## config.mk

```make
export PLATFORM = sky130hd
export DESIGN_NAME = time_ctrl
export DESIGN_NICKNAME = d
export VERILOG_FILES = /design/src/rtl/time_ctrl.sv
export SDC_FILE = /design/constraint.sdc
export NUM_CORES = 1
export LEC_CHECK = 0
export ABC_AREA = 1
export CAP_MARGIN = 20
export CORE_MARGIN = 1.5
export CORE_UTILIZATION = 48
export DETAILED_ROUTE_END_ITERATION = 12
export DONT_BUFFER_PORTS = 1
export PLACE_DENSITY = 0.65
export SETUP_SLACK_MARGIN = 0.02
export SYNTH_ARGS = -nofsm -noshare
export SYNTH_HDL_FRONTEND = slang
export SYNTH_SLANG_ARGS = --single-unit
```

## constraint.sdc

```tcl
create_clock -name clk -period 1.5 [get_ports clk]
set_clock_uncertainty 0.2 [all_clocks]
set_input_delay 0.225 -clock clk [delete_from_list [all_inputs] [get_ports clk]]
set_output_delay 0.225 -clock clk [all_outputs]
set_load 0.01 [all_outputs]
```

## src/rtl/time_ctrl.sv

```systemverilog
// Sequencer for the hh:mm:ss counter chain: 1 Hz prescaler, button sync, RUN/SET_MIN/SET_HR FSM.
// Optional 2 Hz blink strobe for the field being set is enabled with SIMPLE_CLOCK_BLINK_EN.
module time_ctrl #(
  parameter int unsigned TICK_DIV = 10_000_000
) (
  input  logic       clk,
  input  logic       res,
  input  logic       btn_mode,
  input  logic       btn_inc,
  input  logic       max_s0,
  input  logic       max_s1,
  input  logic       max_m0,
  input  logic       max_m1,
  input  logic       max_h,
  output logic       ena_s0,
  output logic       ena_s1,
  output logic       ena_m0,
  output logic       ena_m1,
  output logic       ena_h,
  output logic [1:0] mode,
  output logic       tick,
  output logic       blink
);

  localparam int unsigned CW = $clog2(TICK_DIV);
  localparam logic [CW-1:0] LAST = CW'(TICK_DIV - 1);

  typedef enum logic [1:0] {
    RUN     = 2'b00,
    SET_MIN = 2'b01,
    SET_HR  = 2'b10
  } mode_t;

  mode_t         state;
  mode_t         next_state;
  logic [2:0]    mode_sh;
  logic [2:0]    inc_sh;
  logic          mode_pulse;
  logic          inc_pulse;
  logic          inc_eff;
  logic          run_steady;
  logic [CW-1:0] cnt;
  logic          unused;

  // The hour counter wraps on its own; its max flag is not needed here.
  assign unused = max_h;

  // [0] metastable stage, [1] synchronized level, [2] previous level.
  // Reset to ones so a button held through reset produces no edge.
  always_ff @(posedge clk or posedge res) begin
    if (res) begin
      mode_sh    <= '1;
      inc_sh     <= '1;
      mode_pulse <= 1'b0;
      inc_pulse  <= 1'b0;
    end else begin
      mode_sh    <= {mode_sh[1:0], btn_mode};
      inc_sh     <= {inc_sh[1:0], btn_inc};
      mode_pulse <= mode_sh[1] & ~mode_sh[2];
      inc_pulse  <= inc_sh[1] & ~inc_sh[2];
    end
  end

  always_ff @(posedge clk or posedge res) begin
    if (res) begin
      state <= RUN;
    end else begin
      state <= next_state;
    end
  end

  always_comb begin
    next_state = state;
    case (state)
      RUN:     if (mode_pulse) next_state = SET_MIN;
      SET_MIN: if (mode_pulse) next_state = SET_HR;
      SET_HR:  if (mode_pulse) next_state = RUN;
      default: next_state = RUN;
    endcase
  end

  assign mode = state;

  // Prescaler only runs while RUN is both current and next mode, so it is
  // held at zero through SET_* and the first tick after returning is a full period away.
  assign run_steady = (state == RUN) && (next_state == RUN);

  always_ff @(posedge clk or posedge res) begin
    if (res) begin
      cnt  <= '0;
      tick <= 1'b0;
    end else if (!run_steady) begin
      cnt  <= '0;
      tick <= 1'b0;
    end else begin
      tick <= (cnt == LAST);
      cnt  <= (cnt == LAST) ? '0 : cnt + CW'(1);
    end
  end

  // A mode change in the same cycle as an increment swallows the increment.
  assign inc_eff = inc_pulse & ~mode_pulse;

  always_comb begin
    ena_s0 = 1'b0;
    ena_s1 = 1'b0;
    ena_m0 = 1'b0;
    ena_m1 = 1'b0;
    ena_h  = 1'b0;
    case (state)
      RUN: begin
        ena_s0 = tick;
        ena_s1 = tick & max_s0;
        ena_m0 = tick & max_s0 & max_s1;
        ena_m1 = tick & max_s0 & max_s1 & max_m0;
        ena_h  = tick & max_s0 & max_s1 & max_m0 & max_m1;
      end
      SET_MIN: begin
        ena_m0 = inc_eff;
        ena_m1 = inc_eff & max_m0;
      end
      SET_HR: begin
        ena_h = inc_eff;
      end
      default: begin
        ena_s0 = 1'b0;
      end
    endcase
  end

`ifdef SIMPLE_CLOCK_BLINK_EN
  localparam int unsigned BP = TICK_DIV / 2;
  localparam logic [CW-1:0] BLAST = CW'(BP - 1);
  localparam logic [CW-1:0] BHALF = CW'(BP / 2);

  logic [CW-1:0] bcnt;

  // Restarting on any press keeps the edited field visible right after the press.
  always_ff @(posedge clk or posedge res) begin
    if (res) begin
      bcnt <= '0;
    end else if (mode_pulse || inc_pulse) begin
      bcnt <= '0;
    end else if (bcnt == BLAST) begin
      bcnt <= '0;
    end else begin
      bcnt <= bcnt + CW'(1);
    end
  end

  assign blink = (state != RUN) && (bcnt >= BHALF);
`else
  assign blink = 1'b0;
`endif

endmodule
```

==> results of run 1 <==
## cell type report
cell class	instances	area, sq um
clock buffer	8	100
fill	298	1140
inverter	31	119
multi-input combinational	167	1000
sequential	35	890
tap	48	60.1
timing repair buffer	37	319
## worst max-delay path by stage
stage	from	endpoint	slack (ns)	cells past startpoint
2_1_floorplan	cnt[1]	cnt[9]	-0.04	9
3_3_place_gp	cnt[1]	cnt[23]	-0.16	8
3_5_place_dp	cnt[1]	cnt[19]	-0.18	8
4_1_cts	mode[0]	ena_m1	-0.13	5
5_1_grt	mode[1]	ena_h	-0.20	5
6_report	mode[1]	ena_h	-0.12	5
## cells by family after synthesis
family                     Yosys count  share of synthesized area (%)
AOI/OAI and AO/OA                   10                           2.99
other                                1                          0.208
DFF                                 35                           49.1
xor gates and xnor gates            11                           5.35
adders and majority gates            1                          0.695
buffers and inverters               34                           7.78
and+or+nand+nor                    143                           33.9
## cell usage in the layout (no fill, tap or decap), types with 2 or more instances in the layout
| cell | instances |
|---|---|
| dfrtp_1 | 24 |
| clkbuf_8 | 7 |
| nand3_2 | 5 |
| nand3_1 | 13 |
| nand2_1 | 49 |
| nand4_1 | 2 |
| o21ai_0 | 3 |
| dfstp_2 | 6 |
| a21oi_1 | 2 |
| inv_2 | 5 |
| nor2_4 | 15 |
| dfrtp_2 | 5 |
| nand2_4 | 4 |
| xnor2_1 | 3 |
| o21ai_2 | 2 |
| dlygate4sd3_1 | 3 |
| nor2_1 | 37 |
| buf_6 | 9 |
| inv_1 | 25 |
| nor2_2 | 13 |
| nand2_2 | 5 |
| buf_4 | 25 |
| xor2_1 | 7 |
## power groups by stage
stage	Clock [uW]	Sequential [uW]	Combinational (uW)
floorplan	0	1080	287
global placement	0	1070	460
detailed placement	0	1070	466
CTS	760	1060	640
global route	799	1080	832
finish	737	1070	775
## sequential cells by signal (all words and copies together), names as in the netlist
name        flops
inc_pulse       1
inc_sh          3
cnt            24
mode            2
mode_pulse      1
tick            1
mode_sh         3
## layer usage
| metal | track usage [%] | part of all wire (%) |
|---|---|---|
| met5 | 0 | 0 |
| met4 | 7.45 | 1.9 |
| met3 | 5.28 | 5.0 |
| met2 | 36.3 | 48 |
| met1 | 26.9 | 45 |
## stage by stage
stage,hold slack [ns],total power [uW],setup WS (ns),setup TNS (ns)
2_1_floorplan,0.0295,1370,-0.0410,-0.382
3_3_place_gp,0.0295,1530,-0.158,-2.02
3_5_place_dp,0.0295,1530,-0.182,-2.50
4_1_cts,0.158,2460,-0.127,-1.20
5_1_grt,0.159,2710,-0.201,-3.26
6_report,0.156,2590,-0.120,-1.43
## repair_timing
| action | in CTS | in global routing |
|---|---|---|
| endpoints found under the hold margin | 31 | 0 |
| pin swaps | 19 | 22 |
| hold buffers | 3 | 0 |
| cloned | 1 | 0 |
| gates resized for setup | 39 | 35 |
| buffers inserted | 4 | 1 |
| endpoints found under the setup margin | 25 | 28 |
==> impl_metrics.yaml, run 1 <==
timing:
  finalWorstSetupSlack_ns: -0.120
  fin_crit_sh_pct: 108
  fmaxAchievable_mhz: 617
  rsz0062_at_grt: "true"
  finalSetupViolCount: 25
  hold_viol: 0
  fin_crit_ns: 1.62
  report.final.slew_viol_count: 0
floorplan:
  fp.coreArea_sq_mm: 0.00363
  rows: 22
  ios: 18
  start_util_pct: 49.6
  die_w_microns: 64.2
  dieHeight_microns: 64.2
  dieArea_sq_mm: 0.00413
yosys:
  ys_warn_count: 0
  synth-edff-count: 0
  post-synth-top-area-cell: "dfrtp_1"
  synth_area_leaders: "dfrtp_1, nand2_1, nor2_1"
  synth_top_area_share_pct: 40.3
  avgSynthCellArea_sq_um: 7.66
  syn-cell-area_sq_mm: 0.00180
  ys_types: 21
  syn_inst: 235
  async_flop_share_pct: 100
  synth_nets: 245
  synthFlopType: "dfrtp_1"
  ys_ff_latch: 35
  yosysSeqAreaShare_pct: 49.1
  synth_common_cells: "nand2_1, nor2_1, inv_1"
layout:
  antenna_cells: 0
  nNetsFinal: 287
  final_util_pct: 68.6
  fin_cells: 326
  final_layout_size_suffix_gt1_share_pct: 38.1
  finalInstanceArea_sq_mm: 0.00249
  syn2layout_area_growth_pct: 38.4
clock_network:
  htree_levels: 2
  root_buffer: "clkbuf_8"
  cts_tree: "yes"
  cts_buffer_depth: 2
  clock_sinks: 35
  clk-insertion-delay-late_ns: 0.29
  cts_buffers: 5
  clkTransAtPathRegs_ns: 0.06
global_route:
  grt_usage_pct: 21.5
  grt_pass1_wl_microns: 6860
  grt_start_max_net_pins: 36
  grt_remaining_overflow: 0
  antenna_found_initial: 0
  grt_pass1_vias: 1568
placed_design:
  hpwl_microns: 2690
  dp.cells: 309
  place_congestion: 0.857
  io_buffers: 0
  place_area_sq_mm: 0.00206
power_and_ir_drop:
  p_comb_share_pct: 30.0
  p_clk_share_pct: 28.5
  p_sw_uw: 826
  seq_power_share_pct: 41.5
  ir_worst_vdd_v: 0.000593
  p_leak_uw: 0.00107
  swShare_pct: 31.9
  p_per_area_mw_per_mm2: 1040
  p_int_uw: 1760
routing:
  antenna_left: 0
  vias_per_cell: 4.89
  drt-total-wl_microns: 4000
  wl_per_cell_microns: 12.3
  via_count: 1594
  drc: 0
  first_pass_iters: 4
  drt_iter0_markers: 82
worst_setup_path:
  cp.required_ns: 1.07
  reg2regPathDepth: 8
  path_max_fanout: 3
  crit_type: "register to primary output"
  r2r_start: "cnt[0]"
  end_kind: "primary output"
  path_buf_inv: 1
  crit_arrival_ns: 1.19
  r2r-end: "cnt[10]"
  cp-start-kind: "register"
  slowest_delay_ns: 0.39
  critical-path-top-delay-family: "flip-flops"
  r2r_slack_ns: -0.07
  slowest_stage: "dfrtp_1"
  path_cells: "nor2_1, inv_2, nor2_4, nand3_2, o21ai_2"
hold_path:
  whs_endpoint: "mode_sh[1]"
  whs_path_depth: 0
  hold_path_class: "register to register"
  worst_hold_startpoint: "mode_sh[0]"
run_status:
  violations: "setup timing"
  outcome: "complete, but fails checks"
run:
  max_cap_viol_count: 0
Note: power is estimated with default switching activity, not from simulation.
==> run 2, diff against run 1 <==
CORE_ASPECT_RATIO = 0.7   (was default)
SLEW_MARGIN = 10   (was default)
==> run 2 against run 1 <==
  * The run still ends with setup timing left
  * Non-clock buffer count rose by 3
  * Worst hold slack improved by 0.00072 ns
  * Clock power fell by 1%
  * Fmax fell by 3.0%
  * Clock-buffer cell count fell by 2
  * Via count rose by 2.0%
  * Wire length rose by 20%
  * Final area rose by 4.7%
  * Sequential power barely moved
  * Critical endpoint is now ena_m1
==> impl_metrics.yaml, run 2 (synthesis results as in run 1) <==
run_status:
  outcome: "complete, but fails checks"
  violations: "setup timing"
worst_setup_path:
  path_max_fanout: 3
  crit_arrival_ns: 1.24
  r2r_start: "cnt[1]"
  r2r_slack_ns: -0.13
  cp-start-kind: "register"
  cp.required_ns: 1.07
  r2r-end: "cnt[20]"
  end_kind: "primary output"
  reg2regPathDepth: 8
  crit_type: "register to primary output"
global_route:
  grt_pass1_vias: 1335
  grt_remaining_overflow: 0
  grt_usage_pct: 21.6
  antenna_found_initial: 0
  grt_start_max_net_pins: 36
  grt_pass1_wl_microns: 6520
placed_design:
  pre_cts_ws_ns: -0.154
  place_congestion: 0.942
  dp.cells: 314
  io_buffers: 0
  hpwl_microns: 2870
floorplan:
  ios: 18
  die_w_microns: 76.2
  dieHeight_microns: 54.2
  dieArea_sq_mm: 0.00413
  start_util_pct: 50.6
  fp.coreArea_sq_mm: 0.00356
  rows: 18
clock_network:
  clkTransAtPathRegs_ns: 0.07
  clk-insertion-delay-late_ns: 0.30
  htree_levels: 2
  cts_buffers: 5
  cts_buffer_depth: 2
  cts_tree: "yes"
  clock_sinks: 35
  root_buffer: "clkbuf_8"
layout:
  multi_input_area_sq_mm: 0.00111
  final_common_cell: "nand2_1"
  seqCellArea_sq_um: 887
  final_layout_size_suffix_gt1_share_pct: 44.1
  reg_top3: "cnt (24), inc_sh (3), mode_sh (3)"
  largest_register: "cnt"
  fillCellCount: 236
  fin_cells: 331
  nNetsFinal: 290
  final_cell_mix: "nand2_1, buf_4, nor2_1, dfrtp_1, inv_1"
  largest_reg_flops: 24
  antenna_cells: 0
  syn2layout_area_growth_pct: 44.9
hold_path:
  worst_hold_startpoint: "inc_sh[0]"
  hold_path_class: "register to register"
  whs_endpoint: "inc_sh[1]"
  whs_path_depth: 0
timing:
  fmaxAchievable_mhz: 599
  rsz0062_at_grt: "true"
  report.final.slew_viol_count: 0
  finalWorstSetupSlack_ns: -0.169
  fin_crit_ns: 1.67
  hold_viol: 0
  finalSetupViolCount: 27
  fin_crit_sh_pct: 111
power_and_ir_drop:
  p_comb_share_pct: 33.7
  p_per_area_mw_per_mm2: 1040
  p_leak_uw: 0.00111
  swShare_pct: 35.2
  p_clk_share_pct: 26.8
  p_sw_uw: 957
  seq_power_share_pct: 39.5
  p_int_uw: 1760
  ir_worst_vdd_v: 0.00100
routing:
  drt_iter0_markers: 142
  vias_per_cell: 4.91
  first_pass_iters: 4
  met3_length_microns: 328
  drt-total-wl_microns: 4810
  wl_met2_microns: 2250
  wl_met1_microns: 2150
  via_count: 1626
  dr.max_layer_used: "met4"
  drc: 0
  wl_per_cell_microns: 14.5
  antenna_left: 0
run:
  max_cap_viol_count: 0
## run 2: changes by cell type in the layout (fill, tap and decap cells not counted), moves of 4 or more
| cell | delta |
|---|---|
| buf_4 | +7 |
| buf_6 | -4 |
| nor2_4 | +5 |
| nor2_1 | -8 |
| nand2_2 | +4 |
| nand2_1 | -5 |
| nand3_2 | -4 |
## run 2: final cells by class
cell class                 instances  area share (%)
clock inverter                     2           0.624
timing repair buffer              40            12.5
clock buffer                       6            3.17
tap                               50            2.40
inverter                          31            4.56
multi-input combinational        167            42.7
sequential                        35            34.0
## run 2: worst max path at each step
stage | cells after the start | slack (ns) | end | startpoint
floorplan | 9 | -0.04 | cnt[9] | cnt[1]
global placement | 8 | -0.12 | cnt[19] | cnt[1]
detailed placement | 8 | -0.15 | cnt[23] | cnt[0]
CTS | 4 | -0.16 | ena_m1 | mode[1]
global route | 5 | -0.22 | ena_h | mode[0]
finish | 4 | -0.17 | ena_m1 | mode[1]
## run 2: metal layers
| metal | GRT usage [%] | up-vias |
|---|---|---|
| met2 | 32.6 | 63 |
| li1 | - | 803 |
| met1 | 31.2 | 750 |
| met5 | 0 | - |
| met3 | 4.50 | 10 |
| met4 | 7.41 | 0 |
## run 2: critical path, stage by stage, from the launching register on
cell and delay (ns):
dfrtp_1 0.40, buf_4 0.16, nor2_4 0.13, a31oi_4 0.13, nor2_4 0.15
## run 2: timing repair
item,in CTS,in global routing
gates resized for setup,43,52
endpoints found under the hold margin,31,0
gates cloned,1,0
buffers inserted,3,3
endpoints found under the setup margin,26,30
pin swaps,18,26
hold buffers,3,0
## run 2: per-stage QoR
stage	instance area (sq um)	hold slack (ns)	power (uW)	setup TNS [ns]	util, %
2_1_floorplan	1810	0.0295	1370	-0.382	-
3_3_place_gp	2090	0.0295	1570	-1.47	58.7
3_5_place_dp	2090	0.0295	1570	-1.86	58.7
4_1_cts	2390	0.158	2440	-1.41	67.1
5_1_grt	2610	0.164	2820	-4.25	73.3
6_report	2610	0.157	2720	-2.48	73.3
## run 2: power groups by stage
stage,clock network (uW),registers [uW],logic [uW]
2_1_floorplan,0,1080,287
3_3_place_gp,0,1060,502
3_5_place_dp,0,1070,506
4_1_cts,731,1050,658
5_1_grt,769,1080,971
6_report,728,1080,916
==> run 3, diff against run 2 <==
GPL_TIMING_DRIVEN = 0   (was default)
PLACE_DENSITY = default   (was 0.65)
clock period = 2.1 ns   (was 1.5 ns; I/O delays follow)
==> run 3 against run 2 <==
  * The run now ends clean
  * Register-to-register slack better by 0.45 ns
  * Critical path depth up 1
  * Worst hold slack better by 0.0012 ns
  * Via count down 12%
  * First-iteration DRC count up 40%
  * Critical endpoint unchanged
==> impl_metrics.yaml, run 3 (synthesis results as in run 1) <==
run_status:
  outcome: "complete, no violations"
power_and_ir_drop:
  p_clk_share_pct: 31.6
  p_int_uw: 1030
  p_per_area_mw_per_mm2: 758
  p_comb_share_pct: 17.5
  swShare_pct: 31.3
  p_sw_uw: 469
  p_leak_uw: 0.000860
  seq_power_share_pct: 50.9
  ir_worst_vdd_v: 0.000434
timing:
  fin_setup_tns_ns: 0
  rsz0062_at_grt: "false"
  slew_headroom_pct: 52.6
  fin_crit_ns: 1.87
  fmaxAchievable_mhz: 534
  finalWorstSetupSlack_ns: 0.226
  worst_slew_pin_slew_ns: 0.711
  hold_viol: 0
  report.final.slew_viol_count: 0
  finalSetupViolCount: 0
  fin_crit_sh_pct: 89.2
clock_network:
  root_buffer: "clkbuf_8"
  ctsResizeCount: 0
  cts_buffer_depth: 2
  cts_buffers: 5
  postCtsSetupBuffers: 0
  clk-insertion-delay-late_ns: 0.29
  clkTransAtPathRegs_ns: 0.07
  htree_levels: 2
  clock_sinks: 35
  cts_tree: "yes"
worst_setup_path:
  path_cells: "nor2_1, inv_1, nor2_1, a31oi_1, nor2_1"
  cp.required_ns: 1.58
  cp-start-kind: "register"
  path_buf_inv: 1
  crit_arrival_ns: 1.36
  slowest_stage: "dfrtp_1"
  path_max_fanout: 5
  crit_type: "register to primary output"
  end_kind: "primary output"
  slowest_delay_ns: 0.44
  crit_top_cell: "nor2_1"
  critical-path-top-delay-family: "simple AND/OR/NAND/NOR gates"
floorplan:
  rows: 18
  fp.coreArea_sq_mm: 0.00356
  dieHeight_microns: 54.2
  die_w_microns: 76.2
  start_util_pct: 50.6
  dieArea_sq_mm: 0.00413
  ios: 18
routing:
  drt-total-wl_microns: 3520
  drt_iter0_markers: 199
  via_count: 1432
  vias_per_cell: 4.84
  drc: 0
  first_pass_iters: 4
  antenna_left: 0
  wl_per_cell_microns: 11.9
layout:
  antenna_cells: 0
  reg_top3: "cnt (24), inc_sh (3), mode_sh (3)"
  final_layout_size_suffix_gt1_share_pct: 12.6
  syn2layout_area_growth_pct: 9.87
  seqCellArea_sq_um: 883
  largest_register: "cnt"
  fillCellCount: 358
  largest_reg_flops: 24
  multi_input_area_sq_um: 777
  nNetsFinal: 255
  final_cell_mix: "nor2_1, nand2_1, inv_1, dfrtp_1, nand3_1"
global_route:
  antenna_found_initial: 0
  grt_start_max_net_pins: 36
  grt_usage_pct: 18.8
  grt_pass1_wl_microns: 5830
  grt_remaining_overflow: 0
  grt_pass1_vias: 1242
hold_path:
  hold_path_class: "register to register"
placed_design:
  pre_cts_ws_ns: 0.337
  io_buffers: 0
  hpwl_microns: 2620
  place_congestion: 0.928
run:
  max_cap_viol_count: 0
==> run 3: path summary, 6_finish.rpt <==
path                         endpoint  cells after the start  slack [ns]       start
setup / recovery               ena_m1                      5        0.23     mode[1]
hold / removal             mode_sh[1]                      0        0.16  mode_sh[0]
setup reg to reg               cnt[9]                      9        0.32      cnt[0]
hold reg to reg            mode_sh[1]                      0        0.16  mode_sh[0]
max in group asynchronous     cnt[10]                      2        0.84         res
min in group asynchronous     cnt[19]                      2        0.40         res
==> run 3: per-layer routing <==
metal  GRT usage, %  vias up  routed length [microns]
met1           27.8      661                     1810
met4           5.56        0                       19
met5              0        -                        0
met3           4.67        2                      191
met2           27.2       33                     1500
li1               -      736                        -
==> run 3: power groups by stage <==
stage,combinational (uW),clock [uW],sequential (uW)
finish,262,474,764
floorplan,203,0,769
global route,295,519,769
CTS,268,487,764
detailed placement,262,0,777
global placement,255,0,775
==> run 3: final cells by class <==
class	instances	area share, %
sequential	35	44.7
tap	50	3.16
timing repair buffer	3	1.52
clock inverter	2	0.633
buffer	3	1.20
inverter	31	5.88
multi-input combinational	166	39.3
clock buffer	6	3.67
==> run 3: stage by stage <==
| step | power, uW | hold slack [ns] | util [%] | instance area, sq um | cells |
|---|---|---|---|---|---|
| after floorplan | 972 | 0.119 | - | 1800 | 235 |
| after global placement | 1030 | 0.120 | 52.4 | 1860 | 285 |
| after detailed placement | 1040 | 0.120 | 52.4 | 1860 | 285 |
| after CTS | 1520 | 0.159 | 55.6 | 1980 | 296 |
| after global routing | 1580 | 0.161 | 55.6 | 1980 | 296 |
| final | 1500 | 0.158 | 55.6 | 1980 | 296 |
==> run 3: repair_timing <==
action,CTS,global route
endpoints found under the hold margin,31,0
hold buffers,3,0
setup endpoints to repair,0,0
